--- config.mk ---
export PLATFORM = sky130hd
export DESIGN_NAME = bit_ram_word_reader
export DESIGN_NICKNAME = d
export VERILOG_FILES = /design/src/rtl/pl_bit_pkg.sv /design/src/rtl/bit_word_packer.sv /design/src/rtl/bit_ram_word_reader.sv
export SDC_FILE = /design/constraint.sdc
export NUM_CORES = 1
export LEC_CHECK = 0
export CAP_MARGIN = 5
export CORE_AREA = 5 5 108 110
export CTS_BUF_LIST = sky130_fd_sc_hd__clkbuf_2
export CTS_CLUSTER_DIAMETER = 30
export DETAILED_ROUTE_END_ITERATION = 10
export DIE_AREA = 0 0 113 115
export PLACE_DENSITY = 0.87
export SETUP_SLACK_MARGIN = 0.05
export SLEW_MARGIN = 20
export SYNTH_ARGS = -nofsm -noshare
export SYNTH_HDL_FRONTEND = slang
export SYNTH_SLANG_ARGS = --single-unit
--- constraint.sdc ---
create_clock -name clk_i -period 2.2 [get_ports clk_i]
set_input_delay 0.55 -clock clk_i [delete_from_list [all_inputs] [get_ports clk_i]]
set_output_delay 0.55 -clock clk_i [all_outputs]
set_load 0.01 [all_outputs]
--- src/rtl/pl_bit_pkg.sv ---
// Shared definitions for the bit-RAM readout path.
// Provides the readout FSM state encoding and the default output word width.
package pl_bit_pkg;

    typedef enum logic [1:0] {
        IDLE  = 2'd0,
        RUN   = 2'd1,
        DRAIN = 2'd2
    } state_e;

    localparam int DEF_WORD_W = 32;

endpackage

--- src/rtl/bit_word_packer.sv ---
// Serial-bit to word packer with an output holding register.
// Ports:
//   clk_i, rst_i        clock, synchronous active-high reset
//   bit_vld_i/bit_i     one incoming bit per cycle (LSB of the word first)
//   bit_last_i          incoming bit is the final bit of the burst
//   issue_ok_o          a bit issued now can be stored when it arrives
//   m_tdata_o/m_tvalid_o/m_tready_i/m_tlast_o  valid/ready word output
module bit_word_packer
    import pl_bit_pkg::*;
#(
    parameter int WORD_W = DEF_WORD_W
) (
    input  logic              clk_i,
    input  logic              rst_i,
    input  logic              bit_vld_i,
    input  logic              bit_i,
    input  logic              bit_last_i,
    output logic              issue_ok_o,
    output logic [WORD_W-1:0] m_tdata_o,
    output logic              m_tvalid_o,
    input  logic              m_tready_i,
    output logic              m_tlast_o
);

    localparam int CNT_W = $clog2(WORD_W + 1);
    localparam logic [CNT_W-1:0] CNT_FULL = CNT_W'(WORD_W);
    localparam logic [CNT_W-1:0] CNT_LAST = CNT_W'(WORD_W - 1);

    logic [WORD_W-1:0] acc_q, acc_d, out_q, out_d;
    logic [CNT_W-1:0]  cnt_q, cnt_d;
    logic              acc_done_q, acc_done_d, acc_last_q, acc_last_d;
    logic              out_vld_q, out_vld_d, out_last_q, out_last_d;

    logic              out_free, xfer_old, xfer_new, complete;
    logic [WORD_W-1:0] b_acc, n_acc;
    logic [CNT_W-1:0]  b_cnt, n_cnt;

    always_comb begin
        out_free = !out_vld_q || m_tready_i;
        // A completed word parked in the accumulator moves out first.
        xfer_old = acc_done_q && out_free;
        b_acc    = xfer_old ? '0 : acc_q;
        b_cnt    = xfer_old ? '0 : cnt_q;
        n_acc    = b_acc | (WORD_W'(bit_i) << b_cnt);
        n_cnt    = b_cnt + CNT_W'(1);
        complete = (n_cnt == CNT_FULL) || bit_last_i;
        // The completing bit goes straight to the output on the same edge.
        xfer_new = bit_vld_i && complete && !xfer_old && out_free;

        acc_d      = acc_q;
        cnt_d      = cnt_q;
        acc_done_d = acc_done_q;
        acc_last_d = acc_last_q;
        out_d      = out_q;
        out_vld_d  = out_vld_q;
        out_last_d = out_last_q;

        if (xfer_old) begin
            out_d      = acc_q;
            out_last_d = acc_last_q;
            out_vld_d  = 1'b1;
        end else if (xfer_new) begin
            out_d      = n_acc;
            out_last_d = bit_last_i;
            out_vld_d  = 1'b1;
        end else if (m_tready_i) begin
            out_vld_d  = 1'b0;
        end

        if (xfer_new) begin
            acc_d      = '0;
            cnt_d      = '0;
            acc_done_d = 1'b0;
            acc_last_d = 1'b0;
        end else if (bit_vld_i) begin
            acc_d      = n_acc;
            cnt_d      = n_cnt;
            acc_done_d = complete;
            acc_last_d = bit_last_i;
        end else if (xfer_old) begin
            acc_d      = '0;
            cnt_d      = '0;
            acc_done_d = 1'b0;
            acc_last_d = 1'b0;
        end

        // A bit issued now lands one edge after the next; refuse if the
        // accumulator may still hold a complete unsent word by then.
        issue_ok_o = !((acc_done_q && !out_free) ||
                       (bit_vld_i && !acc_done_q && cnt_q == CNT_LAST && !out_free));
    end

    always_ff @(posedge clk_i) begin
        if (rst_i) begin
            acc_q      <= '0;
            cnt_q      <= '0;
            acc_done_q <= 1'b0;
            acc_last_q <= 1'b0;
            out_q      <= '0;
            out_vld_q  <= 1'b0;
            out_last_q <= 1'b0;
        end else begin
            acc_q      <= acc_d;
            cnt_q      <= cnt_d;
            acc_done_q <= acc_done_d;
            acc_last_q <= acc_last_d;
            out_q      <= out_d;
            out_vld_q  <= out_vld_d;
            out_last_q <= out_last_d;
        end
    end

    assign m_tdata_o  = out_q;
    assign m_tvalid_o = out_vld_q;
    assign m_tlast_o  = out_last_q;

endmodule

--- src/rtl/bit_ram_word_reader.sv ---
// Reads a burst of bits from the 1-bit capture RAM and streams them out
// packed LSB-first into WORD_W-bit words.
// Ports:
//   clk_i, rst_i                 clock, synchronous active-high reset
//   start_i/start_addr_i/nbits_i burst command (sampled in IDLE)
//   busy_o, done_o               burst in progress / one-cycle completion
//   ram_raddr_o, ram_rdata_i     RAM read port, 1-cycle read latency
//   m_tdata_o/m_tvalid_o/m_tready_i/m_tlast_o  word stream
module bit_ram_word_reader
    import pl_bit_pkg::*;
#(
    parameter int DEPTH  = 8192,
    parameter int ADDR_W = $clog2(DEPTH),
    parameter int WORD_W = DEF_WORD_W
) (
    input  logic              clk_i,
    input  logic              rst_i,
    input  logic              start_i,
    input  logic [ADDR_W-1:0] start_addr_i,
    input  logic [ADDR_W:0]   nbits_i,
    output logic              busy_o,
    output logic              done_o,
    output logic [ADDR_W-1:0] ram_raddr_o,
    input  logic              ram_rdata_i,
    output logic [WORD_W-1:0] m_tdata_o,
    output logic              m_tvalid_o,
    input  logic              m_tready_i,
    output logic              m_tlast_o
);

    localparam logic [ADDR_W:0]   DEPTH_C  = (ADDR_W + 1)'(DEPTH);
    localparam logic [ADDR_W:0]   CNT_ONE  = (ADDR_W + 1)'(1);
    localparam logic [ADDR_W-1:0] ADDR_TOP = ADDR_W'(DEPTH - 1);

    state_e            state_q, state_d;
    logic [ADDR_W-1:0] addr_q, addr_d;
    logic [ADDR_W:0]   issued_q, issued_d, total_q, total_d;
    logic              pend_q, pend_d, pend_last_q, pend_last_d;
    logic              done_q, done_d;
    logic [ADDR_W:0]   nbits_sat;
    logic              issue_ok, final_hs;

    assign nbits_sat = (nbits_i > DEPTH_C) ? DEPTH_C : nbits_i;
    assign final_hs  = m_tvalid_o && m_tready_i && m_tlast_o;

    always_comb begin
        state_d     = state_q;
        addr_d      = addr_q;
        issued_d    = issued_q;
        total_d     = total_q;
        pend_d      = 1'b0;
        pend_last_d = 1'b0;
        done_d      = 1'b0;
        case (state_q)
            IDLE: begin
                if (start_i) begin
                    if (nbits_sat == '0) begin
                        done_d = 1'b1;
                    end else begin
                        addr_d   = start_addr_i;
                        issued_d = '0;
                        total_d  = nbits_sat;
                        state_d  = RUN;
                    end
                end
            end
            RUN: begin
                // The read of addr_q is in flight this cycle; data is
                // captured by the packer one edge after pend_q rises.
                if (issue_ok) begin
                    pend_d   = 1'b1;
                    addr_d   = (addr_q == ADDR_TOP) ? '0 : addr_q + ADDR_W'(1);
                    issued_d = issued_q + CNT_ONE;
                    if (issued_q + CNT_ONE == total_q) begin
                        pend_last_d = 1'b1;
                        state_d     = DRAIN;
                    end
                end
            end
            DRAIN: begin
                if (final_hs) begin
                    state_d = IDLE;
                    done_d  = 1'b1;
                end
            end
            default: state_d = IDLE;
        endcase
    end

    always_ff @(posedge clk_i) begin
        if (rst_i) begin
            state_q     <= IDLE;
            addr_q      <= '0;
            issued_q    <= '0;
            total_q     <= '0;
            pend_q      <= 1'b0;
            pend_last_q <= 1'b0;
            done_q      <= 1'b0;
        end else begin
            state_q     <= state_d;
            addr_q      <= addr_d;
            issued_q    <= issued_d;
            total_q     <= total_d;
            pend_q      <= pend_d;
            pend_last_q <= pend_last_d;
            done_q      <= done_d;
        end
    end

    bit_word_packer #(.WORD_W(WORD_W)) u_packer (
        .clk_i      (clk_i),
        .rst_i      (rst_i),
        .bit_vld_i  (pend_q),
        .bit_i      (ram_rdata_i),
        .bit_last_i (pend_last_q),
        .issue_ok_o (issue_ok),
        .m_tdata_o  (m_tdata_o),
        .m_tvalid_o (m_tvalid_o),
        .m_tready_i (m_tready_i),
        .m_tlast_o  (m_tlast_o)
    );

    assign busy_o      = (state_q != IDLE);
    assign done_o      = done_q;
    assign ram_raddr_o = addr_q;

endmodule
-- After elaboration in Yosys (flattened, before gate mapping)
Index checks and enable logic that the tools add are counted.
- equal/unequal tests: 11
- reductions and logical operators: 30
- shift operators: 1
- order comparisons: 1
- add/sub/neg operators: 3
- muxes and demuxes: 36
- bitwise operators: 3
- operators with widths (cell ; number):
    $mux 32 ; 4
    $mux 14 ; 4
    $mux 13 ; 4
    $or 32x32->32 ; 1
    $shl 1x6->32 ; 1
    $pmux 14 s2 ; 1
    $pmux 13 s2 ; 1
    $add 14x1->14 const B ; 1
    $eq 14x14->1 ; 1
    $gt 14x14->1 const B ; 1
    $logic_not 14->1 ; 1
    $add 13x1->13 const B ; 1
    $eq 13x13->1 const B ; 1
    $mux 1 ; 13
    $mux 6 ; 2
    $logic_and 1x1->1 ; 10
    $mux 2 ; 5
    $ne 2x2->1 const B ; 5
    $reduce_bool 2->1 ; 4
    $add 6x1->6 const B ; 1
    $eq 6x5->1 const B ; 1
    $eq 6x6->1 const B ; 1
    $pmux 2 s3 ; 1
    $reduce_and 5->1 ; 1
    12 further kinds ; 19
- word-level logic and storage cells: 99
- output and inout port bits: 49
- bits in registers: 120
- bits of input ports: 32

-- Longest topological paths before layout
Gate-level depths: netlist of run 1.
- depth in word-level cells: 12
- gate-level depth with buffers: 8

-- Cells and area by module
From an unflattened synthesis of run 1, not the netlist that was laid out.
- cells, all modules: 700
- area, all modules: 6130.9 um2
- by module, submodules not included (module ; cells each ; seq. area each (um2) ; times used ; area an instance (um2)):
    bit_word_packer ; 354 ; 1481.4 ; 1 ; 3440.8
    bit_ram_word_reader ; 346 ; 920.9 ; 1 ; 2690.1

-- Worst setup path after synthesis of run 1
Ideal clock, no wire load.
- path kind: reg-to-reg
- start: register issued_q[0]
- end: register state_q[0]
- data arrival time: 1.854 ns
- data required time: 2.065 ns
- path buffers: 0
- clock period less this slack: 1.989 ns
- library setup time: 0.135 ns
- cell stages (with the launch flop): 8
- slack: 0.211 ns
- cells stage by stage: dfxtp_1 -> ha_1 -> nand3_2 -> nor3_1 -> xnor2_1 -> nor2_1 -> a2111oi_2 -> a21oi_1
- cells in the longest elaborated chain, start to end: 4
- RTL lines (element ; line ; text):
    from (decl) ; bit_ram_word_reader.sv:37 ; logic [ADDR_W:0] issued_q, issued_d, total_q, total_d;
    from (signal assigned) ; bit_ram_word_reader.sv:102 ; issued_q <= issued_d;
    $add 14x1->14 ; bit_ram_word_reader.sv:74 ; if (issued_q + CNT_ONE == total_q) begin
    $eq 14x14->1 ; bit_ram_word_reader.sv:74 ;
    $ne 2x2->1 (no source line) ; - ;
    $reduce_and 5->1 (no source line) ; - ;
    to (signal assigned) ; bit_ram_word_reader.sv:100 ; state_q <= state_d;
    to (decl) ; bit_ram_word_reader.sv:35 ; state_e state_q, state_d;
Every way passes these cells.
A chain may end at the register's enable or synchronous reset.

-- Worst setup path after layout of run 1
- start: register issued_q[3]
- end: register state_q[1]
The elaborated chain is that of the path after synthesis.

==> results of run 1 <==
[worst max-delay path by stage]
stage / start / endpoint / slack [ns] / cells past startpoint
CTS: ram_raddr_o[3] / ram_raddr_o[3] / 0.05 / 1
global route: issued_q[0] / state_q[1] / 0.05 / 9
floorplan: issued_q[0] / state_q[0] / 0.21 / 7
detailed placement: nbits_i[7] / ram_raddr_o[3] / -0.30 / 8
global placement: m_tready_i / u_packer.m_tdata_o[28] / -0.22 / 7
finish: issued_q[3] / state_q[1] / 0.16 / 6
[area by class of cell]
class	count	area [um2]
timing repair buffer	160	1368
clock inverter	15	183.9
inverter	8	30.03
multi-input combinational	548	3117
fill	838	3204
tap	140	175.2
clock buffer	17	85.08
sequential	120	2440
[kinds of logic after synthesis]
| family | count (synthesis) |
|---|---|
| flip-flops | 120 |
| AND/OR/NAND/NOR | 308 |
| XOR/XNOR | 21 |
| adder cells (fa/ha/maj) | 2 |
| buffers and inverters | 61 |
| AO/OA/AOI/OAI | 217 |
[stage by stage]
| stage | instance area [um2] | setup WS (ns) | setup TNS (ns) |
|---|---|---|---|
| 6_report | 7398 | 0.1564 | 0 |
| 5_1_grt | 7398 | 0.05046 | 0 |
| 3_3_place_gp | 7091 | -0.2200 | -14.62 |
| 2_1_floorplan | 5778 | 0.2108 | 0 |
| 3_5_place_dp | 7091 | -0.2971 | -22.82 |
| 4_1_cts | 7371 | 0.05275 | 0 |
[power by group]
group	leakage (nW)	internal [W]	switching (W)
combinational	1.77	0.000259	0.000326
clock	0.146	0.000727	0.000845
sequential	0.981	0.00223	0.0000447
[sequential cells by signal (all words and copies together) (netlist names), 2 cells and up]
| name | count |
|---|---|
| issued_q | 14 |
| ram_raddr_o | 13 |
| state_q | 2 |
| total_q | 14 |
| u_packer.acc_q | 32 |
| u_packer.cnt_q | 6 |
| u_packer.m_tdata_o | 32 |
[synthesized netlist by cell type, types with 2 or more instances]
cell type and number:
inv_1 8, nand2_1 51, or2_2 2, a211oi_1 22, a311oi_1 6, nor4_1 5, nor3_1 18, nor3b_1 11
o21ai_0 28, a21o_1 3, buf_1 4, nand2_2 2, nand4_1 11, nor2_1 123, a22oi_1 28, buf_4 7
and3_1 6, o21ai_1 17, o31ai_1 5, xnor2_1 14, or4_1 3, nand3_1 29, xor2_1 7, a21oi_1 82
and4_1 4, nand3b_1 5, a31oi_1 10, ha_1 2, clkbuf_1 22, nand2b_1 12, buf_2 20, dfxtp_1 120
and2_1 5, a221oi_2 2, or3_1 4, nor2b_1 12
[timing repair]
action / 4_1_cts / 5_1_grt
gates resized for setup: 73 / 9
buffers inserted: 5 / 0
setup endpoints to repair: 48 / 11
pin swaps: 0 / 1
[layer usage]
layer	routed length, um	vias to the layer above	share of wire (%)	global-route usage [%]
met2	8213	236	51	44.00
li1	-	2871	-	-
met1	6574	2797	40	30.52
met3	1057	47	6.5	6.000
met5	0	-	0	0
met4	403	0	2.5	10.66
[worst reg2reg max path: stages, from the launching register on]
cell and delay (ns):
dfxtp_1 0.52, nand4_2 0.26, or3_1 0.41, a21o_1 0.20
a221oi_2 0.28, and3_1 0.23, a21o_1 0.11
==> results.yml, run 1 <==
sta:
  report.final.slew_viol_count: 0
  rsz0062_at_grt: "no"
  worstMarginPinSlew_ns: 0.4681
  relSlewSlack_pct: 68.80
  whs_ns: 0.1036
  skew_ns: 0.01949
  fin_crit_sh_pct: 92.89
  finalSetupViolCount: 0
  max_clock_freq_mhz: 489.3
  final.min_clock_period_ns: 2.044
  hold_violations: 0
worst_hold_path:
  min_from: "rst_i"
  hold_end: "pend_q"
  hold_depth: 2
  hp-class: "input port to register"
synthesis:
  syn-instance-count: 729
  ys_seq_elements: 120
  synth.area.mux_share_pct: 0
  async_flop_share_pct: 0
  synth_area_leaders: "dfxtp_1, nor2_1, a21oi_1"
  yosys.area_share.simple_pct: 26.03
  yosysTopAreaCell: "dfxtp_1"
  synth_fp_nets: 763
  synth-compound-area-share_pct: 23.93
  yosysWarningCount: 0
  ys_types: 55
  synth_edf_count: 0
  synthXorXnorAreaFrac_pct: 3.183
  synth_top_area_share_pct: 41.58
  synthAdderAreaFrac_pct: 0.4331
  synth_area_um2: 5778
  syn_area_per_cell_um2: 7.926
  synth_top_family_by_area: "simple AND/OR/NAND/NOR gates"
  ys_seq_area_share_pct: 41.58
  synth_flop_cell: "dfxtp_1"
worst_setup_path:
  r2r_cells: 6
  reg2reg_to: "state_q[1]"
  r2r_setup_slack_ns: 0.16
  path_common_cell: "a21o_1"
  crit_chain: "nand4_2 -> or3_1 -> a21o_1 -> a221oi_2 -> and3_1 -> a21o_1"
  path_class: "register to register"
  cp_slowest_cell: "dfxtp_1"
  critPathBufInv: 0
  cpPeakStageDelay_ns: 0.52
  crit_arrival_ns: 2.68
  worstSetupStartpointType: "register"
  cp_data_required_time_ns: 2.84
  worstPathMaxFanout: 8
  cpLargestDelayFamily: "simple AND/OR/NAND/NOR gates"
  endpoint_kind: "register"
  rr_startpoint: "issued_q[3]"
grt:
  grt_max_degree: 53
  gr-total-overflow: 0
  grt_use_total_pct: 25.47
  grt_pass1_vias: 5798
  antenna_found_initial: 0
  grt_pass1_wl_um: 27210
finish:
  final_util_pct: 69.78
  antenna_cells: 0
  final_common_cell: "nor2_1"
  area_growth_pct: 28.04
  nets: 889
  layout_common_cells: "nor2_1, dfxtp_1, a21oi_1"
  drive_above_1_share_pct: 17.74
  finalNonFillerCells: 1008
drt:
  drtIter0Drc: 411
  drc: 0
  firstDrtPassIters: 5
  antenna_left: 0
  dr_total_vias: 5951
  via_per_inst: 5.904
  routed_wl_um: 16250
  detail_route.wl_per_cell_um: 16.12
clock_tree:
  clock_path_buffers: 2
  cts_sinks: 120
  htree_levels: 4
  hold_buffers: 0
  cts-root-buf: "clkbuf_2"
  cts_buffers: 17
  cts.clk_slew.worst_paths_ns: 0.18
  cts_tree: "yes"
  insertion_delay_ns: 0.69
die:
  core-area_um2: 10600
  num_io_pins: 81
  dieArea_um2: 13000
  start_util_pct: 54.50
  dieWidth_um: 113
  rows: 38
  die_y_um: 115
placement:
  hpwl_um: 11840
  gp_congestion: 0.9207
  io_buffers: 80
  place_inst: 971
run_status:
  outcome: "completed"
pwr:
  p_leak_nw: 2.900
  finalPower_w: 0.004427
  ir_worst_vdd_mv: 0.4497
  power-per-cell-area_nw_per_um2: 598.3
job:
  maxCapViolCount: 0
Power figures use the tool's default switching activity.
==> run 2, diff against run 1 <==
--- a/config.mk
+++ b/config.mk
@@ -6,14 +6,15 @@
 export NUM_CORES = 1
 export LEC_CHECK = 0
 export CAP_MARGIN = 5
-export CORE_AREA = 5 5 108 110
+export CORE_AREA = 5 5 117 119
 export CTS_BUF_LIST = sky130_fd_sc_hd__clkbuf_2
 export CTS_CLUSTER_DIAMETER = 30
 export DETAILED_ROUTE_END_ITERATION = 10
-export DIE_AREA = 0 0 113 115
-export PLACE_DENSITY = 0.87
+export DIE_AREA = 0 0 122 124
+export PLACE_DENSITY = 0.8
 export SETUP_SLACK_MARGIN = 0.05
 export SLEW_MARGIN = 20
 export SYNTH_ARGS = -nofsm -noshare
 export SYNTH_HDL_FRONTEND = slang
+export SYNTH_HIERARCHICAL = 1
 export SYNTH_SLANG_ARGS = --single-unit
==> constraint.sdc (replaced) <==
create_clock -name clk_i -period 2.2 [get_ports clk_i]
set_input_delay 0.44 -clock clk_i [delete_from_list [all_inputs] [get_ports clk_i]]
set_output_delay 0.44 -clock clk_i [all_outputs]
set_load 0.01 [all_outputs]
==> run 2 against run 1 <==
  * First-iteration DRC count down 23%
  * Sequential cell count is the same
  * Via count shrank 2.9%
  * Non-clock buffer count down 3
  * Synthesized cell count shrank 4.0%
  * Sequential power is essentially flat
  * Core utilization decreased by 7.7 points
  * Synthesized area increased by 6.1%
  * Clock-buffer cell count increased by 1
==> results.yml, run 2 <==
sta:
  finalSetupViolCount: 0
  rsz0062_at_grt: "no"
  report.final.slew_viol_count: 0
  final.min_clock_period_ns: 2.057
  relSlewSlack_pct: 46.32
  skew_ns: 0.01992
  hold_violations: 0
  fin_crit_sh_pct: 93.48
  worstMarginPinSlew_ns: 0.7968
  setup_ws_ns: 0.1435
  max_clock_freq_mhz: 486.3
pwr:
  finalPower_w: 0.004353
  ir_worst_vdd_mv: 0.3298
  p_leak_nw: 3.081
  power-per-cell-area_nw_per_um2: 562.4
synthesis:
  async_flop_share_pct: 0
  synth_fp_nets: 735
  ys_types: 75
  syn-instance-count: 700
  yosysMostFrequentCell: "dfxtp_1"
  synth_flop_cell: "dfxtp_1"
  synth_edf_count: 0
  ys_seq_area_share_pct: 39.18
  synth_top_cells_by_count: "dfxtp_1, a21oi_1, nor2_1"
  yosysWarningCount: 6
  yosysTopAreaCell: "dfxtp_1"
  synth_area_leaders: "dfxtp_1, a21oi_1, a211oi_2"
  synth_top_area_share_pct: 39.18
  syn_area_per_cell_um2: 8.758
  synth_area_um2: 6131
  ys_seq_elements: 120
drt:
  antenna_left: 0
  dr_total_vias: 5781
  drtIter0Drc: 317
  firstDrtPassIters: 5
  detail_route.wl_per_cell_um: 16.68
  via_per_inst: 5.793
  routed_wl_um: 16640
  drc: 0
worst_setup_path:
  crit_chain: "ha_4 -> nand3_4 -> or3_4 -> xnor2_1 -> nor4_2 -> nand4_1 -> buf_4 -> nor3_1"
  critPathBufInv: 1
  reg2reg_to: "pend_last_q"
  rr_startpoint: "issued_q[0]"
  endpoint_kind: "register"
  cp_slowest_cell: "dfxtp_4"
  worstSetupStartpointType: "register"
  worstPathMaxFanout: 3
  r2r_setup_slack_ns: 0.14
  crit_arrival_ns: 2.67
  r2r_cells: 8
  cpPeakStageDelay_ns: 0.40
  path_class: "register to register"
  cpLargestDelayFamily: "simple AND/OR/NAND/NOR gates"
  cp_data_required_time_ns: 2.81
die:
  rows: 41
  dieArea_um2: 15130
  dieWidth_um: 122
  num_io_pins: 81
  die_y_um: 124
  start_util_pct: 49.18
  core-area_um2: 12470
finish:
  final_area_um2: 7740
  nets: 848
  final_common_cell: "a21oi_1"
  area_growth_pct: 26.24
  final_util_pct: 62.09
  layout_common_cells: "a21oi_1, nor2_1, dfxtp_1"
  fillers: 1059
  drive_above_1_share_pct: 25.67
  antenna_cells: 0
worst_hold_path:
  hold_depth: 2
  hp-class: "input port to register"
  min_from: "rst_i"
  hold_end: "ram_raddr_o[12]"
grt:
  grt_pass1_vias: 5657
  grt_use_total_pct: 22.33
  gr-total-overflow: 0
  grt_pass1_wl_um: 27080
  antenna_found_initial: 0
  grt_max_degree: 34
clock_tree:
  htree_levels: 4
  cts_sinks: 120
  cts_buffers: 17
  hold_buffers: 0
  cts-root-buf: "clkbuf_2"
  cts_tree: "yes"
  insertion_delay_ns: 0.69
  clock_path_buffers: 2
  cts.clk_slew.worst_paths_ns: 0.18
run_status:
  outcome: "completed"
placement:
  io_buffers: 80
  postPlaceCellArea_um2: 7302
  gp_congestion: 0.8983
  dp_slack_ns: -0.2615
  hpwl_um: 11720
job:
  maxCapViolCount: 0
==> run 2: layout make-up <==
type,count,area (um2),area share (%)
Tap cell,172,215.2,2.780
Timing Repair Buffer,157,1494,19.30
Sequential cell,120,2471,31.93
Clock inverter,14,133.9,1.730
Inverter,5,18.77,0.2425
Multi-Input combinational cell,512,3317,42.85
Clock buffer,18,90.09,1.164
==> run 2: routing by layer <==
layer	GRT usage, %	share of wire, %	wire length (um)	up-vias
li1	-	-	-	2779
met1	26.66	41	6853	2720
met2	37.57	49	8162	236
met3	5.313	6.2	1029	46
met4	11.41	3.6	597	0
met5	0	0	0	-
==> run 2: cells by family (layout without fill, tap and decap cells) <==
family	Yosys count	after routing	synth area share [%]
buffers and inverters	68	194	7.959
AO/OA/AOI/OAI	233	233	26.39
flip-flops	120	120	39.18
AND/OR/NAND/NOR	241	241	20.67
adder cells (fa/ha/maj)	3	3	0.6123
multiplexers	5	5	0.8979
XOR/XNOR	30	30	4.286
==> run 2: through the flow <==
step / instances / setup TNS (ns) / hold WS (ns)
3_5_place_dp: 957 / -16.70 / 0.4428
3_3_place_gp: 957 / -11.35 / 0.4397
5_1_grt: 998 / 0 / 0.1480
4_1_cts: 996 / 0 / 0.1266
2_1_floorplan: 700 / 0 / 0.4314
6_report: 998 / 0 / 0.2216
==> run 2: how the worst max path moves through the flow <==
stage	start	to	slack [ns]	cells after the start
after detailed placement	m_tready_i	u_packer/m_tdata_o[2]	-0.26	10
final	issued_q[0]	pend_last_q	0.14	8
after CTS	u_packer/m_tdata_o[19]	m_tdata_o[19]	0.05	1
after global placement	m_tready_i	u_packer/m_tdata_o[2]	-0.20	10
after global routing	u_packer/m_tdata_o[28]	m_tdata_o[28]	0.05	1
after floorplan	issued_q[0]	state_q[0]	0.08	7
==> run 2: worst register-to-register path: stages, from the launching register on <==
cell and delay, ns:
dfxtp_4 0.40, ha_4 0.15, nand3_4 0.07, or3_4 0.34
xnor2_1 0.15, nor4_2 0.35, nand4_1 0.22, buf_4 0.19
nor3_1 0.12
==> run 2: report_power, final <==
part	switching, W	leakage [nW]	total (W)	internal [W]
combinational	0.000381	1.96	0.000721	0.000341
clock	0.000833	0.127	0.00134	0.000507
sequential	0.0000536	0.990	0.00229	0.00224
==> run 2: what timing repair did <==
item,CTS,global route
pin swaps,3,3
cloned,0,0
gates resized for setup,35,48
setup endpoints to repair,18,60
setup buffers,7,2
